File: config.mk
export PLATFORM = sky130hd
export DESIGN_NAME = exotiny_qspi_resp_flat
export DESIGN_NICKNAME = d
export VERILOG_FILES = /design/src/rtl/exotiny_qspi_pkg.sv /design/src/rtl/exotiny_qspi_resp_if.sv /design/src/rtl/exotiny_qspi_sync.sv /design/src/rtl/exotiny_qspi_resp.sv /design/src/flat_wrapper.sv
export SDC_FILE = /design/constraint.sdc
export NUM_CORES = 1
export LEC_CHECK = 0
export CAP_MARGIN = 20
export CORE_ASPECT_RATIO = 0.6
export CORE_MARGIN = 3
export CORE_UTILIZATION = 45
export CTS_BUF_LIST = sky130_fd_sc_hd__clkbuf_16
export DETAILED_ROUTE_END_ITERATION = 8
export HOLD_SLACK_MARGIN = 0.02
export PLACE_DENSITY = 0.68
export SETUP_SLACK_MARGIN = 0.2
export SLEW_MARGIN = 5
export SYNTH_ARGS = -nofsm -noshare
export SYNTH_HDL_FRONTEND = slang
export SYNTH_HIERARCHICAL = 1
export SYNTH_SLANG_ARGS = --single-unit
File: constraint.sdc
create_clock -name clk_i -period 2.21 [get_ports clk_i]
set_clock_uncertainty 0.05 [all_clocks]
set_input_delay 0.663 -clock clk_i [delete_from_list [all_inputs] [get_ports clk_i]]
set_output_delay 0.663 -clock clk_i [all_outputs]
set_load 0.005 [all_outputs]
File: src/rtl/exotiny_qspi_pkg.sv
// Shared types and constants for the ExoTiny QSPI memory responder.
//   qspi_state_e   : frame-decoder state
//   QSPI_CMD_RD/WR : default quad read / quad write opcodes
//   QSPI_ADDR_NIB  : address nibbles per frame (24-bit bus address)
package exotiny_qspi_pkg;
  typedef enum logic [2:0] {
    ST_IDLE,
    ST_CMD,
    ST_ADDR,
    ST_DUMMY,
    ST_RDATA,
    ST_WDATA,
    ST_IGNORE
  } qspi_state_e;

  localparam logic [7:0] QSPI_CMD_RD   = 8'hEB;
  localparam logic [7:0] QSPI_CMD_WR   = 8'h38;
  localparam int         QSPI_ADDR_NIB = 6;
endpackage

File: src/rtl/exotiny_qspi_resp_if.sv
// Bus bundle for the QSPI responder: QSPI pins on one side, byte-wide
// synchronous SRAM port plus error pulse on the other.
//   slave  : the responder (drives sd_o/sd_oen_o, mem_* strobes, err_o)
//   master : initiator + memory model (drives cs/sck/sd_i, mem_rdata_i)
interface exotiny_qspi_resp_if #(
  parameter int MEM_AW = 12
);
  logic              cs_in;
  logic              sck_i;
  logic [3:0]        sd_i;
  logic [3:0]        sd_o;
  logic [3:0]        sd_oen_o;
  logic [MEM_AW-1:0] mem_addr_o;
  logic              mem_re_o;
  logic              mem_we_o;
  logic [7:0]        mem_wdata_o;
  logic [7:0]        mem_rdata_i;
  logic              err_o;

  modport slave (
    input  cs_in, sck_i, sd_i, mem_rdata_i,
    output sd_o, sd_oen_o, mem_addr_o, mem_re_o, mem_we_o, mem_wdata_o, err_o
  );

  modport master (
    output cs_in, sck_i, sd_i, mem_rdata_i,
    input  sd_o, sd_oen_o, mem_addr_o, mem_re_o, mem_we_o, mem_wdata_o, err_o
  );
endinterface

File: src/rtl/exotiny_qspi_sync.sv
// W-bit 2-flop synchronizer with registered rise/fall pulses.
//   d_i    : asynchronous input
//   q_o    : synchronized value, aligned with the rise/fall pulses so that
//            data synced through an identical instance is sampled coherently
//   rise_o : one-cycle pulse per bit on a 0->1 change
//   fall_o : one-cycle pulse per bit on a 1->0 change
module exotiny_qspi_sync #(
  parameter int           W       = 1,
  parameter logic [W-1:0] RST_VAL = '0
) (
  input  logic         clk_i,
  input  logic         rst_in,
  input  logic [W-1:0] d_i,
  output logic [W-1:0] q_o,
  output logic [W-1:0] rise_o,
  output logic [W-1:0] fall_o
);
  logic [W-1:0] s1_q, s2_q, s3_q, rise_q, fall_q;
  logic [W-1:0] rise_d, fall_d;

  always_comb begin
    rise_d = s2_q & ~s3_q;
    fall_d = ~s2_q & s3_q;
  end

  always_ff @(posedge clk_i or negedge rst_in) begin
    if (!rst_in) begin
      s1_q   <= RST_VAL;
      s2_q   <= RST_VAL;
      s3_q   <= RST_VAL;
      rise_q <= '0;
      fall_q <= '0;
    end else begin
      s1_q   <= d_i;
      s2_q   <= s1_q;
      s3_q   <= s2_q;
      rise_q <= rise_d;
      fall_q <= fall_d;
    end
  end

  assign q_o    = s3_q;
  assign rise_o = rise_q;
  assign fall_o = fall_q;
endmodule

File: src/rtl/exotiny_qspi_resp.sv
// QSPI memory responder. Oversamples cs/sck/sd in clk_i, decodes quad read
// and quad write frames (opcode, 24-bit address, dummy/data) and serves
// them from a byte-wide synchronous SRAM port.
//   clk_i, rst_in : system clock, async active-low reset
//   bus (slave)   : QSPI pins, SRAM port (addr/re/we/wdata/rdata), err_o
module exotiny_qspi_resp
  import exotiny_qspi_pkg::*;
#(
  parameter int          MEM_AW    = 12,
  parameter int          DUMMY_CYC = 6,
  parameter logic [7:0]  CMD_RD    = QSPI_CMD_RD,
  parameter logic [7:0]  CMD_WR    = QSPI_CMD_WR
) (
  input logic                 clk_i,
  input logic                 rst_in,
  exotiny_qspi_resp_if.slave  bus
);
  logic       cs_q, cs_rise, cs_fall;
  logic       sck_q, sck_rise, sck_fall;
  logic [3:0] sd_q, sd_rise, sd_fall;
  logic       unused_sync;

  exotiny_qspi_sync #(.W(1), .RST_VAL(1'b1)) u_sync_cs (
    .clk_i, .rst_in, .d_i(bus.cs_in), .q_o(cs_q), .rise_o(cs_rise), .fall_o(cs_fall));
  exotiny_qspi_sync #(.W(1), .RST_VAL(1'b0)) u_sync_sck (
    .clk_i, .rst_in, .d_i(bus.sck_i), .q_o(sck_q), .rise_o(sck_rise), .fall_o(sck_fall));
  exotiny_qspi_sync #(.W(4), .RST_VAL(4'h0)) u_sync_sd (
    .clk_i, .rst_in, .d_i(bus.sd_i), .q_o(sd_q), .rise_o(sd_rise), .fall_o(sd_fall));

  assign unused_sync = ^{cs_q, sck_q, sd_rise, sd_fall};

  qspi_state_e       state_q, state_d;
  logic [2:0]        nib_q, nib_d;
  logic [19:0]       sh_q, sh_d;
  logic              is_rd_q, is_rd_d;
  logic [7:0]        dcnt_q, dcnt_d;
  logic              half_q, half_d;     // first write nibble held
  logic [3:0]        whi_q, whi_d;
  logic [7:0]        obuf_q, obuf_d;     // byte returned by the SRAM
  logic [3:0]        lo_q, lo_d;         // low nibble of the byte on the pins
  logic              hi_q, hi_d;         // next fall presents a high nibble
  logic              ld_q, ld_d;         // SRAM data valid this cycle
  logic [MEM_AW-1:0] addr_q, addr_d;
  logic              re_q, re_d, we_q, we_d, err_q, err_d;
  logic [7:0]        wdata_q, wdata_d;
  logic [3:0]        sdo_q, sdo_d, oen_q, oen_d;
  logic [23:0]       word;

  // Shift register contents including the nibble being sampled now.
  assign word = {sh_q, sd_q};

  always_comb begin
    state_d = state_q;
    nib_d   = nib_q;
    sh_d    = sh_q;
    is_rd_d = is_rd_q;
    dcnt_d  = dcnt_q;
    half_d  = half_q;
    whi_d   = whi_q;
    obuf_d  = obuf_q;
    lo_d    = lo_q;
    hi_d    = hi_q;
    ld_d    = re_q;
    addr_d  = addr_q;
    re_d    = 1'b0;
    we_d    = 1'b0;
    err_d   = 1'b0;
    wdata_d = wdata_q;
    sdo_d   = sdo_q;
    oen_d   = oen_q;

    if (ld_q) obuf_d = bus.mem_rdata_i;
    // Post-increment after the write strobe has been seen with its address.
    if (we_q) addr_d = addr_q + 1'b1;

    if (cs_rise) begin
      // Frame end wins over any same-cycle SCK event; a held half byte is dropped.
      state_d = ST_IDLE;
      oen_d   = 4'h0;
      half_d  = 1'b0;
    end else begin
      unique case (state_q)
        ST_IDLE: if (cs_fall) begin
          state_d = ST_CMD;
          nib_d   = 3'd0;
        end
        ST_CMD: if (sck_rise) begin
          sh_d  = word[19:0];
          nib_d = nib_q + 3'd1;
          if (nib_q == 3'd1) begin
            nib_d = 3'd0;
            if (word[7:0] == CMD_RD || word[7:0] == CMD_WR) begin
              state_d = ST_ADDR;
              is_rd_d = (word[7:0] == CMD_RD);
            end else begin
              state_d = ST_IGNORE;
              err_d   = 1'b1;
            end
          end
        end
        ST_ADDR: if (sck_rise) begin
          sh_d  = word[19:0];
          nib_d = nib_q + 3'd1;
          if (nib_q == 3'(QSPI_ADDR_NIB - 1)) begin
            addr_d = word[MEM_AW-1:0];
            if (is_rd_q) begin
              state_d = ST_DUMMY;
              re_d    = 1'b1;
              dcnt_d  = 8'd0;
            end else begin
              state_d = ST_WDATA;
              half_d  = 1'b0;
            end
          end
        end
        ST_DUMMY: if (sck_rise) begin
          if (dcnt_q == 8'(DUMMY_CYC - 1)) begin
            state_d = ST_RDATA;
            hi_d    = 1'b1;
          end else begin
            dcnt_d = dcnt_q + 8'd1;
          end
        end
        ST_RDATA: if (sck_fall) begin
          oen_d = 4'hF;
          if (hi_q) begin
            // Park the low nibble so the prefetch can overwrite obuf.
            sdo_d  = obuf_q[7:4];
            lo_d   = obuf_q[3:0];
            addr_d = addr_q + 1'b1;
            re_d   = 1'b1;
            hi_d   = 1'b0;
          end else begin
            sdo_d = lo_q;
            hi_d  = 1'b1;
          end
        end
        ST_WDATA: if (sck_rise) begin
          if (!half_q) begin
            whi_d  = sd_q;
            half_d = 1'b1;
          end else begin
            wdata_d = {whi_q, sd_q};
            we_d    = 1'b1;
            half_d  = 1'b0;
          end
        end
        ST_IGNORE: ;
        default: state_d = ST_IDLE;
      endcase
    end
  end

  always_ff @(posedge clk_i or negedge rst_in) begin
    if (!rst_in) begin
      state_q <= ST_IDLE;
      nib_q   <= '0;
      sh_q    <= '0;
      is_rd_q <= 1'b0;
      dcnt_q  <= '0;
      half_q  <= 1'b0;
      whi_q   <= '0;
      obuf_q  <= '0;
      lo_q    <= '0;
      hi_q    <= 1'b0;
      ld_q    <= 1'b0;
      addr_q  <= '0;
      re_q    <= 1'b0;
      we_q    <= 1'b0;
      err_q   <= 1'b0;
      wdata_q <= '0;
      sdo_q   <= '0;
      oen_q   <= '0;
    end else begin
      state_q <= state_d;
      nib_q   <= nib_d;
      sh_q    <= sh_d;
      is_rd_q <= is_rd_d;
      dcnt_q  <= dcnt_d;
      half_q  <= half_d;
      whi_q   <= whi_d;
      obuf_q  <= obuf_d;
      lo_q    <= lo_d;
      hi_q    <= hi_d;
      ld_q    <= ld_d;
      addr_q  <= addr_d;
      re_q    <= re_d;
      we_q    <= we_d;
      err_q   <= err_d;
      wdata_q <= wdata_d;
      sdo_q   <= sdo_d;
      oen_q   <= oen_d;
    end
  end

  assign bus.sd_o        = sdo_q;
  assign bus.sd_oen_o    = oen_q;
  assign bus.mem_addr_o  = addr_q;
  assign bus.mem_re_o    = re_q;
  assign bus.mem_we_o    = we_q;
  assign bus.mem_wdata_o = wdata_q;
  assign bus.err_o       = err_q;
endmodule

File: src/flat_wrapper.sv
// flat-port wrapper written by rule: the top's interface ports become plain ports
module exotiny_qspi_resp_flat import exotiny_qspi_pkg::*;
#(
  parameter int          MEM_AW    = 12,
  parameter int          DUMMY_CYC = 6,
  parameter logic [7:0]  CMD_RD    = QSPI_CMD_RD,
  parameter logic [7:0]  CMD_WR    = QSPI_CMD_WR
)
  (clk_i, rst_in, bus_cs_in, bus_sck_i, bus_sd_i, bus_mem_rdata_i, bus_sd_o, bus_sd_oen_o, bus_mem_addr_o, bus_mem_re_o, bus_mem_we_o, bus_mem_wdata_o, bus_err_o);
  exotiny_qspi_resp_if #(.MEM_AW(MEM_AW)) bus_i ();
  input logic clk_i;
  input logic rst_in;
  input wire logic [$bits(bus_i.cs_in)-1:0] bus_cs_in;
  input wire logic [$bits(bus_i.sck_i)-1:0] bus_sck_i;
  input wire logic [$bits(bus_i.sd_i)-1:0] bus_sd_i;
  input wire logic [$bits(bus_i.mem_rdata_i)-1:0] bus_mem_rdata_i;
  output wire logic [$bits(bus_i.sd_o)-1:0] bus_sd_o;
  output wire logic [$bits(bus_i.sd_oen_o)-1:0] bus_sd_oen_o;
  output wire logic [$bits(bus_i.mem_addr_o)-1:0] bus_mem_addr_o;
  output wire logic [$bits(bus_i.mem_re_o)-1:0] bus_mem_re_o;
  output wire logic [$bits(bus_i.mem_we_o)-1:0] bus_mem_we_o;
  output wire logic [$bits(bus_i.mem_wdata_o)-1:0] bus_mem_wdata_o;
  output wire logic [$bits(bus_i.err_o)-1:0] bus_err_o;
  assign bus_i.cs_in = bus_cs_in;
  assign bus_i.sck_i = bus_sck_i;
  assign bus_i.sd_i = bus_sd_i;
  assign bus_i.mem_rdata_i = bus_mem_rdata_i;
  assign bus_sd_o = bus_i.sd_o;
  assign bus_sd_oen_o = bus_i.sd_oen_o;
  assign bus_mem_addr_o = bus_i.mem_addr_o;
  assign bus_mem_re_o = bus_i.mem_re_o;
  assign bus_mem_we_o = bus_i.mem_we_o;
  assign bus_mem_wdata_o = bus_i.mem_wdata_o;
  assign bus_err_o = bus_i.err_o;
  exotiny_qspi_resp #(.MEM_AW(MEM_AW), .DUMMY_CYC(DUMMY_CYC), .CMD_RD(CMD_RD), .CMD_WR(CMD_WR)) u_core (.clk_i(clk_i), .rst_in(rst_in), .bus(bus_i));
endmodule
==> metrics.md <==
| Metric | Value |
|---|---|
| Sw power | `around 1.4 mW` |
| Port-buffer cells | `46` |
| Worst r2r src | `u_core/state_q[1]$_DFFE_PN0P_` |
| F_max | `just over 500 MHz` |
| Hold Vio Cnt, Final | `0` |
| Final period util | `approximately 90%` |
| Worst path bufs/invs | `0` |
| Share of layout cells above drive strength 1 | `27.14%` |
| DR WL/cell | `about 16 µm` |
| Status | `completed` |
| Mean post-synth cell area | `~11 µm²` |
| Critical path's largest stage delay | `between 0.4 and 0.5 ns` |
| Critical-path cell with the highest stage delay | `or3_4` |
| Crit path DAT | `between 2 and 2.5 ns` |
| Tightest Pin Transition | `~0.54 ns` |
| Final GP Congestion | `~0.9` |
| R2R cell count | `5` |
| # DRC | `0` |
| Clock slew at reported path FFs | `roughly 0.070 ns` |
| Min Hold Slack | `~0.25 ns` |
| Insertion delay to the later sink of the worst-skew pair | `roughly 0.35 ns` |
| DRT Pass-1 Iters | `5` |
| Type of origin of the critical path | `flop` |
| Synth Cell Area | `roughly 4400 µm²` |
| Die ar. | `roughly 11000 µm²` |
| YS warnings | `6` |
| Kind of critical path | `reg -> reg` |
| Largest net degree at the start of global routing | `40` |
| I/O pin count | `47` |
| RSZ-0062 raised after global routing | `true` |
| Net count, final | `495` |
| Worst-path cell chain | `or3b_4 > or3_4 > a2111oi_4 > a211oi_2 > a311oi_1` |
| DRT iter0 DRCs | `approximately 260` |
| Grt ovf | `0` |
| Worst slew margin | `a little under two thirds` |
| Die Span X | `between 100 and 150 µm` |
| Starting Density | `46.99%` |
| CTS Buf Count | `9` |
| Antenna violations before repair | `0` |
| Core Box Area | `between 9000 and 10000 µm²` |
| Clock root buffer master | `clkbuf_16` |
| CTS H-tree depth | `3` |
| Setup TNS | `0 ns` |
| Gate power share | `between 20% and 30%` |
| Number of vias in the routed layout | `3376` |
| Power share of the clock group | `around a third` |
| DRT Wirelength | `9962 µm` |
| Switching Share | `a little under a third` |
| Final Critical Period | `roughly 2.0 ns` |
| Vias in the first global route | `3251` |
| Type of the worst min-delay path | `in -> async` |
| HPWL Detailed | `approximately 7100 µm` |
| Flop pwr share | `43.0%` |
| FF-to-FF End | `u_core/bus.mem_addr_o[9]$_DFF_PN0_` |
| CTS tree | `yes` |
| Fin. max-slew vios | `0` |
| Total track usage | `roughly a fifth` |
| Routed Antenna Nets | `0` |
| Flop-to-flop setup slack | `between 0.2 and 0.25 ns` |
| Number of max-cap violations | `0` |
| Pleak | `2.482 nW` |
| Max VDD drop | `0.5546 mV` |
| First-pass GRT wire length | `~16000 µm` |
| Synth Instances | `between 300 and 400` |
| ANT cells | `0` |
| Die height | `around 80 µm` |
| Row count | `27` |
| Delay-heaviest family, CP | `simple AND/OR/NAND/NOR gates` |
| CTS Sinks | `92` |
| Total nets after synthesis | `about 410` |
| CP Capture Type | `flop` |
| Pwr Density | `837.2 nW/µm²` |
| Internal Power | `3.304 mW` |
| Critical Path RT | `approximately 2.4 ns` |
| Final setup fails | `0` |
| Syn-to-layout area delta | `29.15%` |
| Leading cell type in the layout, fill and taps excluded | `dfrtp_1` |
| CP max FO | `4` |
| Most frequent cells in the layout | `dfrtp_1 (83), buf_4 (43), clkdlybuf4s50_1 (41)` |
| Longest Clk Path Bufs | `2` |
| DR vias/cell | `between 5 and 6` |
-- registers in the layout (all words and copies together), names as in the netlist, 3 cells and up --
signal and count:
u_core/u_sync_sd/s1_q 4, u_core/sh_q 8, u_core/bus.sd_o 4, u_core/dcnt_q 8
u_core/nib_q 3, u_core/u_sync_sd/s2_q 4, u_core/lo_q 4, u_core/obuf_q 8
u_core/bus.mem_addr_o 12, u_core/state_q 3, u_core/bus.mem_wdata_o 8, u_core/u_sync_sd/q_o 4
u_core/whi_q 4
-- cell type report --
cell class	count	area, µm²
Multi-Input combinational cell	271	2008
Sequential cell	92	2313
Tap cell	130	162.7
Clock buffer	9	225.2
Clock inverter	7	81.33
Timing Repair Buffer	92	838.3
Fill cell	762	3665
Inverter	8	30.03
-- layer usage --
layer | share of wire (%) | global-route usage [%]
met1 | 51 | 27.86
met2 | 43 | 29.45
met3 | 5.5 | 4.358
met4 | 1.4 | 6.674
met5 | 0 | 0
-- metrics by stage --
step	total power [mW]	utilization, %	setup slack [ns]	instance area (µm²)	instances
finish	4.738	60.70	0.2206	5659	609
global route	5.004	60.70	0.1489	5659	609
CTS	4.751	59.64	0.1419	5560	601
detailed placement	3.109	54.98	0.08933	5126	574
global placement	3.081	54.98	0.1663	5126	574
floorplan	2.712	-	0.2067	4387	393
-- power by group through the flow --
stage	registers [mW]	clock network, mW	logic, mW
6_report	2.04	1.58	1.13
5_1_grt	2.07	1.70	1.24
4_1_cts	2.03	1.62	1.10
3_5_place_dp	2.07	0	1.04
3_3_place_gp	2.06	0	1.02
2_1_floorplan	2.01	0	0.704
-- how the worst max path moves through the flow --
stage | start | endpoint | slack [ns] | depth (start not counted)
finish | u_core/state_q[1]$_DFFE_PN0P_ | u_core/bus.mem_addr_o[9]$_DFF_PN0_ | 0.22 | 5
global route | u_core/state_q[1]$_DFFE_PN0P_ | u_core/bus.mem_addr_o[9]$_DFF_PN0_ | 0.15 | 5
CTS | u_core/bus.mem_addr_o[2]$_DFF_PN0_ | bus_mem_addr_o[2] | 0.14 | 1
detailed placement | u_core/state_q[0]$_DFFE_PN0P_ | u_core/sh_q[6]$_DFFE_PN0P_ | 0.09 | 5
global placement | u_core/bus.mem_addr_o[1]$_DFF_PN0_ | u_core/bus.mem_addr_o[8]$_DFF_PN0_ | 0.17 | 6
floorplan | u_core/u_sync_cs/rise_o$_DFF_PN0_ | u_core/dcnt_q[0]$_DFFE_PN0P_ | 0.21 | 6
-- what timing repair did --
item | in CTS | in global routing
hold buffers | 0 | 0
endpoints found under the setup margin | 24 | 21
setup buffers | 11 | 7
pin swaps | 3 | 5
gates cloned | 0 | 1
gates resized for setup | 16 | 8
Power figures use the tool's default switching activity.
